$ cat config.mk
export PLATFORM = sky130hd
export DESIGN_NAME = rf_ctx_sequencer
export DESIGN_NICKNAME = d
export VERILOG_FILES = /design/src/rtl/rf_ctx_sequencer.sv
export SDC_FILE = /design/constraint.sdc
export NUM_CORES = 1
export LEC_CHECK = 0
export ABC_AREA = 1
export BUFFER_PORTS_ARGS = -buffer_cell sky130_fd_sc_hd__buf_2
export CORE_ASPECT_RATIO = 0.6
export CORE_MARGIN = 5
export CORE_UTILIZATION = 44
export DETAILED_ROUTE_END_ITERATION = 16
export PLACE_DENSITY = 0.79
export SYNTH_ARGS = -nofsm -noshare
export SYNTH_HDL_FRONTEND = slang
export SYNTH_SLANG_ARGS = --single-unit
$ cat constraint.sdc
create_clock -name CLK -period 2.09 [get_ports CLK]
set_clock_uncertainty 0.1 [all_clocks]
set_input_delay 0.1045 -clock CLK [delete_from_list [all_inputs] [get_ports CLK]]
set_output_delay 0.1045 -clock CLK [all_outputs]
set_load 0.05 [all_outputs]
$ cat src/rtl/rf_ctx_sequencer.sv
// Context save/restore sequencer: streams R0..R(N-1) between the register file and data memory.
// Build option: define CTX_SAVE_LR_EN to include R6 (LR) in every transfer (N = NREG_BASE+1).
module rf_ctx_sequencer #(
  parameter int NREG_BASE = 6,
  parameter int AW        = 8
) (
  input  logic          CLK,
  input  logic          RST,
  input  logic          SAVE_REQ,
  input  logic          RESTORE_REQ,
  input  logic [AW-1:0] BASE_ADDR,
  output logic [2:0]    RF_RA,
  input  logic [7:0]    RF_RD,
  output logic          RF_WE,
  output logic [2:0]    RF_WA,
  output logic [7:0]    RF_WD,
  output logic [AW-1:0] MEM_ADDR,
  output logic [7:0]    MEM_WD,
  output logic          MEM_WE,
  output logic          MEM_RE,
  input  logic [7:0]    MEM_RD,
  output logic          OWN,
  output logic          BUSY,
  output logic          DONE
);

`ifdef CTX_SAVE_LR_EN
  localparam int N = NREG_BASE + 1;
`else
  localparam int N = NREG_BASE;
`endif
  localparam logic [2:0] K_LAST = 3'(N - 1);

  typedef enum logic [2:0] {
    S_IDLE,
    S_SAVE,
    S_RESTORE,
    S_DRAIN,
    S_FIN
  } state_t;

  state_t          state_reg, state_next;
  logic [2:0]      k_reg, k_next;
  logic [AW-1:0]   base_reg, base_next;
  logic [AW-1:0]   addr_k;

  assign addr_k = base_reg + AW'(k_reg);

  always_ff @(posedge CLK) begin
    if (RST) begin
      state_reg <= S_IDLE;
      k_reg     <= 3'd0;
      base_reg  <= '0;
    end else begin
      state_reg <= state_next;
      k_reg     <= k_next;
      base_reg  <= base_next;
    end
  end

  always_comb begin
    state_next = state_reg;
    k_next     = k_reg;
    base_next  = base_reg;
    case (state_reg)
      S_IDLE: begin
        // SAVE has priority; a simultaneous RESTORE is dropped.
        if (SAVE_REQ) begin
          state_next = S_SAVE;
          k_next     = 3'd0;
          base_next  = BASE_ADDR;
        end else if (RESTORE_REQ) begin
          state_next = S_RESTORE;
          k_next     = 3'd0;
          base_next  = BASE_ADDR;
        end
      end
      S_SAVE: begin
        if (k_reg == K_LAST) begin
          state_next = S_FIN;
          k_next     = 3'd0;
        end else begin
          k_next = k_reg + 3'd1;
        end
      end
      S_RESTORE: begin
        if (k_reg == K_LAST) begin
          state_next = S_DRAIN;
        end else begin
          k_next = k_reg + 3'd1;
        end
      end
      S_DRAIN: begin
        state_next = S_FIN;
        k_next     = 3'd0;
      end
      S_FIN: begin
        state_next = S_IDLE;
      end
      default: begin
        state_next = S_IDLE;
        k_next     = 3'd0;
      end
    endcase
  end

  always_comb begin
    RF_RA    = 3'd0;
    RF_WE    = 1'b0;
    RF_WA    = 3'd0;
    RF_WD    = 8'd0;
    MEM_ADDR = '0;
    MEM_WD   = 8'd0;
    MEM_WE   = 1'b0;
    MEM_RE   = 1'b0;
    OWN      = 1'b0;
    BUSY     = 1'b0;
    DONE     = 1'b0;
    case (state_reg)
      S_SAVE: begin
        RF_RA    = k_reg;
        MEM_ADDR = addr_k;
        MEM_WD   = RF_RD;
        MEM_WE   = 1'b1;
        OWN      = 1'b1;
        BUSY     = 1'b1;
      end
      S_RESTORE: begin
        MEM_ADDR = addr_k;
        MEM_RE   = 1'b1;
        OWN      = 1'b1;
        BUSY     = 1'b1;
        // Write-back trails the read by one cycle; nothing to write on the first read.
        if (k_reg != 3'd0) begin
          RF_WE = 1'b1;
          RF_WA = k_reg - 3'd1;
          RF_WD = MEM_RD;
        end
      end
      S_DRAIN: begin
        RF_WE = 1'b1;
        RF_WA = K_LAST;
        RF_WD = MEM_RD;
        OWN   = 1'b1;
        BUSY  = 1'b1;
      end
      S_FIN: begin
        DONE = 1'b1;
        BUSY = 1'b1;
      end
      default: begin
      end
    endcase
  end

endmodule
==> metrics.txt, run 1 <==
status=completed; fin crit period=2.044 ns; critical path arrival=about 1.8 ns; Slew HR=77.97%; overall power=approximately 2700 uW; Crit. End Element=output port; core area=about 2500 um2; Antenna Nets Post-Route=0; Final Max Tran Viols=0; clock latency at the later pin of the worst-skew pair=roughly 0.25 ns; Max Cap Violations=0; vias post-DR=1397; Lkg Pwr=roughly 0.001 uW; global-route usage over all layers=17.15%; Yosys top cell area share=23.68%; Top Ports=64; Yosys reg bits=14; leading cell type in the layout, fill and taps excluded=buf_2; antenna diode count=0; power per cell area=between 1500 and 2000 nW/um2; hold crit path type=primary input to flop; mean post-synth cell area=roughly 6 um2; Worst-path clk slew=0.06 ns; Num Clock Sinks=14; Area contributors post-synth=dfxtp_1 (24%), nor2_1 (14%), inv_1 (13%); Detailed Route Iter0 Violations=131; CTS root buffer=clkbuf_8; DP HPWL=around 2700 um; final WL=approximately 3500 um; CTS Buf Count=3; htree depth=1; maximum vdd drop=approximately 1300 uV; Max clock buf depth=2; global-route wire length before repair=approximately 5400 um; slew of the pin with the lowest slew margin=~0.33 ns; initial antenna violation count=0; final worst setup slack=between 0.04 and 0.05 ns; Final period util=between 90% and 100%; sequential share of power=about a fifth; area of the multi-input gates=between 700 and 800 um2; port bufs=63; Clk pwr share=under 10%; Avg WL per Cell=about 12 um; Internal=1092 uW; most frequent cells in the layout=buf_2 (50), inv_1 (41), nor2_1 (35); YS warnings=0; Cell Rows=14; drt via density=4.657; Setup CP Type=flop to output port; die area=roughly 3900 um2; FF/Latch Area=286.5 um2; die height=roughly 50 um; P&R area growth vs syn=48.84%; maximum fanout along the worst path=5; syn nets=approximately 240; Synth cell types=24; required time of the critical path=around 1.9 ns; largest net degree at the start of global routing=17; Post-Syn Instances=roughly 200; Seq/Total Area, Yosys=a little under a quarter; # fillers=between 200 and 250; fin nets=between 300 and 400; Final Hold Fails=0; Starting Density=46.60%; Min Hold Slack=a little under 0.03 ns; post-synthesis cell area=1184 um2; Setup TNS=0 ns; gp weighted congestion=between 0.8 and 0.9; vias in the first global route=1138; Die Span X=76.96 um; DRC=0; Switch Pwr=between 1500 and 2000 uW; Peak Freq=489.3 MHz; Final Setup Violations=0; total iterations of the first detailed-routing run=6; TritonCTS clock tree=done; Sw Ratio=between 50% and 60%; largest area contributor in the netlist=dfxtp_1; pre-CTS setup slack=between 0.15 and 0.2 ns; share of layout cells above drive strength 1=about two fifths; CP Launch Type=flop; max reg flops=8; GRT overflow=0; Comb pwr share=about 71%
-- worst max-delay path, cell delays in order, from the launching register on --
cell	delay, ns
dfxtp_4	0.36
ha_4	0.17
fa_2	0.40
nand2_2	0.09
nand2_2	0.07
nand2_2	0.09
inv_2	0.05
nand3_2	0.05
nand2_2	0.06
nor2_4	0.10
buf_6	0.15
-- cell usage after synthesis, drive strengths merged --
master,count
nand3,15
inv,47
nand4,1
dfxtp,14
bufinv,1
nor3,2
nand2,28
a21oi,18
o21ai,13
clkbuf,1
nor2,45
ha,8
or2,1
buf,2
fa,1
a211oi,1
-- routing by layer --
metal	GRT usage [%]	part of all wire [%]	vias up
li1	-	-	747
met1	25.43	47	584
met2	23.66	41	60
met3	5.179	11	6
met4	4.942	0.83	0
met5	0	0	-
-- logic make-up after synthesis --
group	synth area share (%)
and+or+nand+nor	34.36
buffers and inverters	17.76
AOI/OAI and AO/OA	14.06
DFF	23.68
adders and majority gates	10.15
-- power by group through the flow --
stage          Sequential [uW]  Clock, uW  Combinational [uW]
5_1_grt                    525        293                2090
4_1_cts                    489        273                1850
3_5_place_dp               492          0                1800
2_1_floorplan              458          0                1460
3_3_place_gp               487          0                1780
6_report                   509        267                1920
-- final cells by class --
cell class	instances	area share, %
multi-input cells	133	44.11
repair buffers	69	23.08
flip-flops and latches	14	16.26
inverters	48	11.15
clock buffers	4	3.125
well taps	32	2.273
-- worst paths after layout --
kind              slack [ns]                      from                  endpoint  cells after the start
setup / recovery        0.05     k_reg[0]$_SDFFE_PP0P_               MEM_ADDR[6]                     10
hold / removal          0.03              BASE_ADDR[7]  base_reg[7]$_SDFFE_PP0P_                      3
setup reg to reg        0.56     k_reg[1]$_SDFFE_PP0P_     k_reg[0]$_SDFFE_PP0P_                      8
hold reg to reg         0.37  base_reg[7]$_SDFFE_PP0P_  base_reg[7]$_SDFFE_PP0P_                      2
-- metrics by stage --
step           std cells  util, %  area (um2)
2_1_floorplan        198        -        1227
3_3_place_gp         291    61.97        1574
3_5_place_dp         291    61.97        1574
4_1_cts              296    66.06        1678
5_1_grt              300    69.36        1762
6_report             300    69.36        1762
-- repair_timing --
| action | 4_1_cts | 5_1_grt |
|---|---|---|
| hold buffers | 1 | 0 |
| endpoints found under the hold margin | 3 | 0 |
| pin swaps | 0 | 7 |
| resized for setup | 15 | 17 |
| setup buffers | 0 | 4 |
| setup endpoints to repair | 11 | 13 |
Note: power is estimated with default switching activity, not from simulation.
==> run 2: changes to the inputs <==
Settings changed: SETUP_SLACK_MARGIN from default to 0.1.
==> metrics.txt, run 2 (synthesized netlist as in run 1, its figures left out) <==
routing usage on met3=between 5 and 6%; Worst-path clk slew=0.06 ns; largest net degree at the start of global routing=17; core area=~2500 um2; port bufs=63; maximum vdd drop=around 1300 uV; global-route wire length before repair=5713 um; Max clock buf depth=2; FF-to-FF End=k_reg[0]$_SDFFE_PP0P_; Starting Density=a little under half; required time of the critical path=about 1.9 ns; power per cell area=~1500 nW/um2; P&R area growth vs syn=54.86%; pre-CTS setup slack=between 0.15 and 0.2 ns; Final Max Tran Viols=0; vias in the first global route=between 1000 and 1500; drt via density=roughly 4.8; Setup CP Type=flop to output port; Final period util=a little over nine tenths; share of layout cells above drive strength 1=41.73%; Num Clock Sinks=14; CTS Buf Count=3; final worst setup slack=around 0.063 ns; gp weighted congestion=around 0.86; Top Ports=64; vias post-DR=1427; leading cell type in the layout, fill and taps excluded=buf_2; total iterations of the first detailed-routing run=5; r2r setup slk=0.49 ns; GR met1 Demand/Resource=24.57%; die area=slightly below 4000 um2; final WL=3677 um; Slew HR=about four fifths; WHS Endpoint=base_reg[1]$_SDFFE_PP0P_; Avg WL per Cell=12.34 um; placed cell count=between 200 and 300; Peak Freq=roughly 490 MHz; global-route usage over all layers=approximately 18%; final core occ=just over 70%; Cell Rows=14; GRT met2 Usage=between 20% and 30%; TritonCTS clock tree=done; htree depth=1; reg2reg path depth=9; DP HPWL=~2700 um; GRT overflow=0; Max Cap Violations=0; DRC=0; clock latency at the later pin of the worst-skew pair=about 0.25 ns; most frequent cells in the layout=buf_2 (49), inv_1 (40), nor2_1 (35); status=completed; cell breakdown of the critical path=ha_4, fa_2, nand2_2, nand2_2, nand2_2, inv_2, nand3_2, nand2_2, nor2_2, buf_6; Cell Count, Final, Fillers Out=298; hold_sp=BASE_ADDR[1]; fin crit period=2.027 ns; Hold Path Stages=3; die height=approximately 50 um; Final Setup Violations=0; hold crit path type=primary input to flop; initial antenna violation count=0; RSZ-0062 raised after global routing=yes; Crit. End Element=output port; Antenna Nets Post-Route=0; antenna diode count=0; critical path arrival=between 1.5 and 2 ns; crit-path max cell delay=0.40 ns; fin nets=between 300 and 400; slew of the pin with the lowest slew margin=0.2944 ns; CP max stage cell=fa_2; CP dominant cell by count=nand2_2; Lkg Pwr=0.001007 uW; Final Hold Fails=0; Setup TNS=0 ns; max reg flops=8; Die Span X=76.96 um; Detailed Route Iter0 Violations=83; worst r2r src=k_reg[0]$_SDFFE_PP0P_; CTS root buffer=clkbuf_8; grt peak-use layer=met2; CP Launch Type=flop; maximum fanout along the worst path=3
[run 2: critical path, delay by kind of cell (launching register included)]
family	cells	cell delay (ns)
and+or+nand+nor	6	0.44
DFF	1	0.36
buffers and inverters	2	0.21
adders and majority gates	2	0.56
[run 2: where the power goes]
group,internal [uW],leakage [uW],switching [uW]
registers,375,0.000117,124
logic,593,0.000861,1450
clock network,167,0.0000288,99.8
[run 2: layout make-up]
type                    count  area (um2)
multi-input cells         133       840.8
fillers                   193       706.9
repair buffers             66       405.4
flip-flops and latches     14       286.5
inverters                  48       198.9
clock buffers               4       55.05
well taps                  32       40.04
repair inverters            1       6.256
[run 2: metrics by stage]
step	power [uW]	area [um2]	hold WS [ns]
floorplan	1986	1287	0.07357
global placement	2327	1634	0.2280
detailed placement	2353	1634	0.2351
CTS	2690	1757	0.03956
global route	3007	1833	0.04494
finish	2808	1833	0.02927
[run 2: how the worst max path moves through the flow]
| stage | from | to | slack, ns |
|---|---|---|---|
| 5_1_grt | k_reg[2]$_SDFFE_PP0P_ | MEM_ADDR[6] | -0.05 |
| 4_1_cts | k_reg[1]$_SDFFE_PP0P_ | RF_WA[0] | 0.09 |
| 6_report | k_reg[0]$_SDFFE_PP0P_ | MEM_ADDR[6] | 0.06 |
| 3_3_place_gp | k_reg[0]$_SDFFE_PP0P_ | MEM_ADDR[6] | 0.21 |
| 3_5_place_dp | k_reg[1]$_SDFFE_PP0P_ | RF_WA[0] | 0.19 |
| 2_1_floorplan | k_reg[1]$_SDFFE_PP0P_ | RF_WA[0] | 0.07 |
[run 2: repair_timing]
action | in CTS | in global routing
hold buffers | 1 | 0
cloned | 0 | 1
setup endpoints to repair | 11 | 14
setup buffers | 1 | 0
pin swaps | 1 | 5
gates resized for setup | 20 | 22
endpoints found under the hold margin | 3 | 0
[run 2: routing by layer]
layer / part of all wire (%) / routed length, um
met3: 11 / 403
met4: 1.3 / 48
met5: 0 / 0
met1: 44 / 1607
met2: 44 / 1618
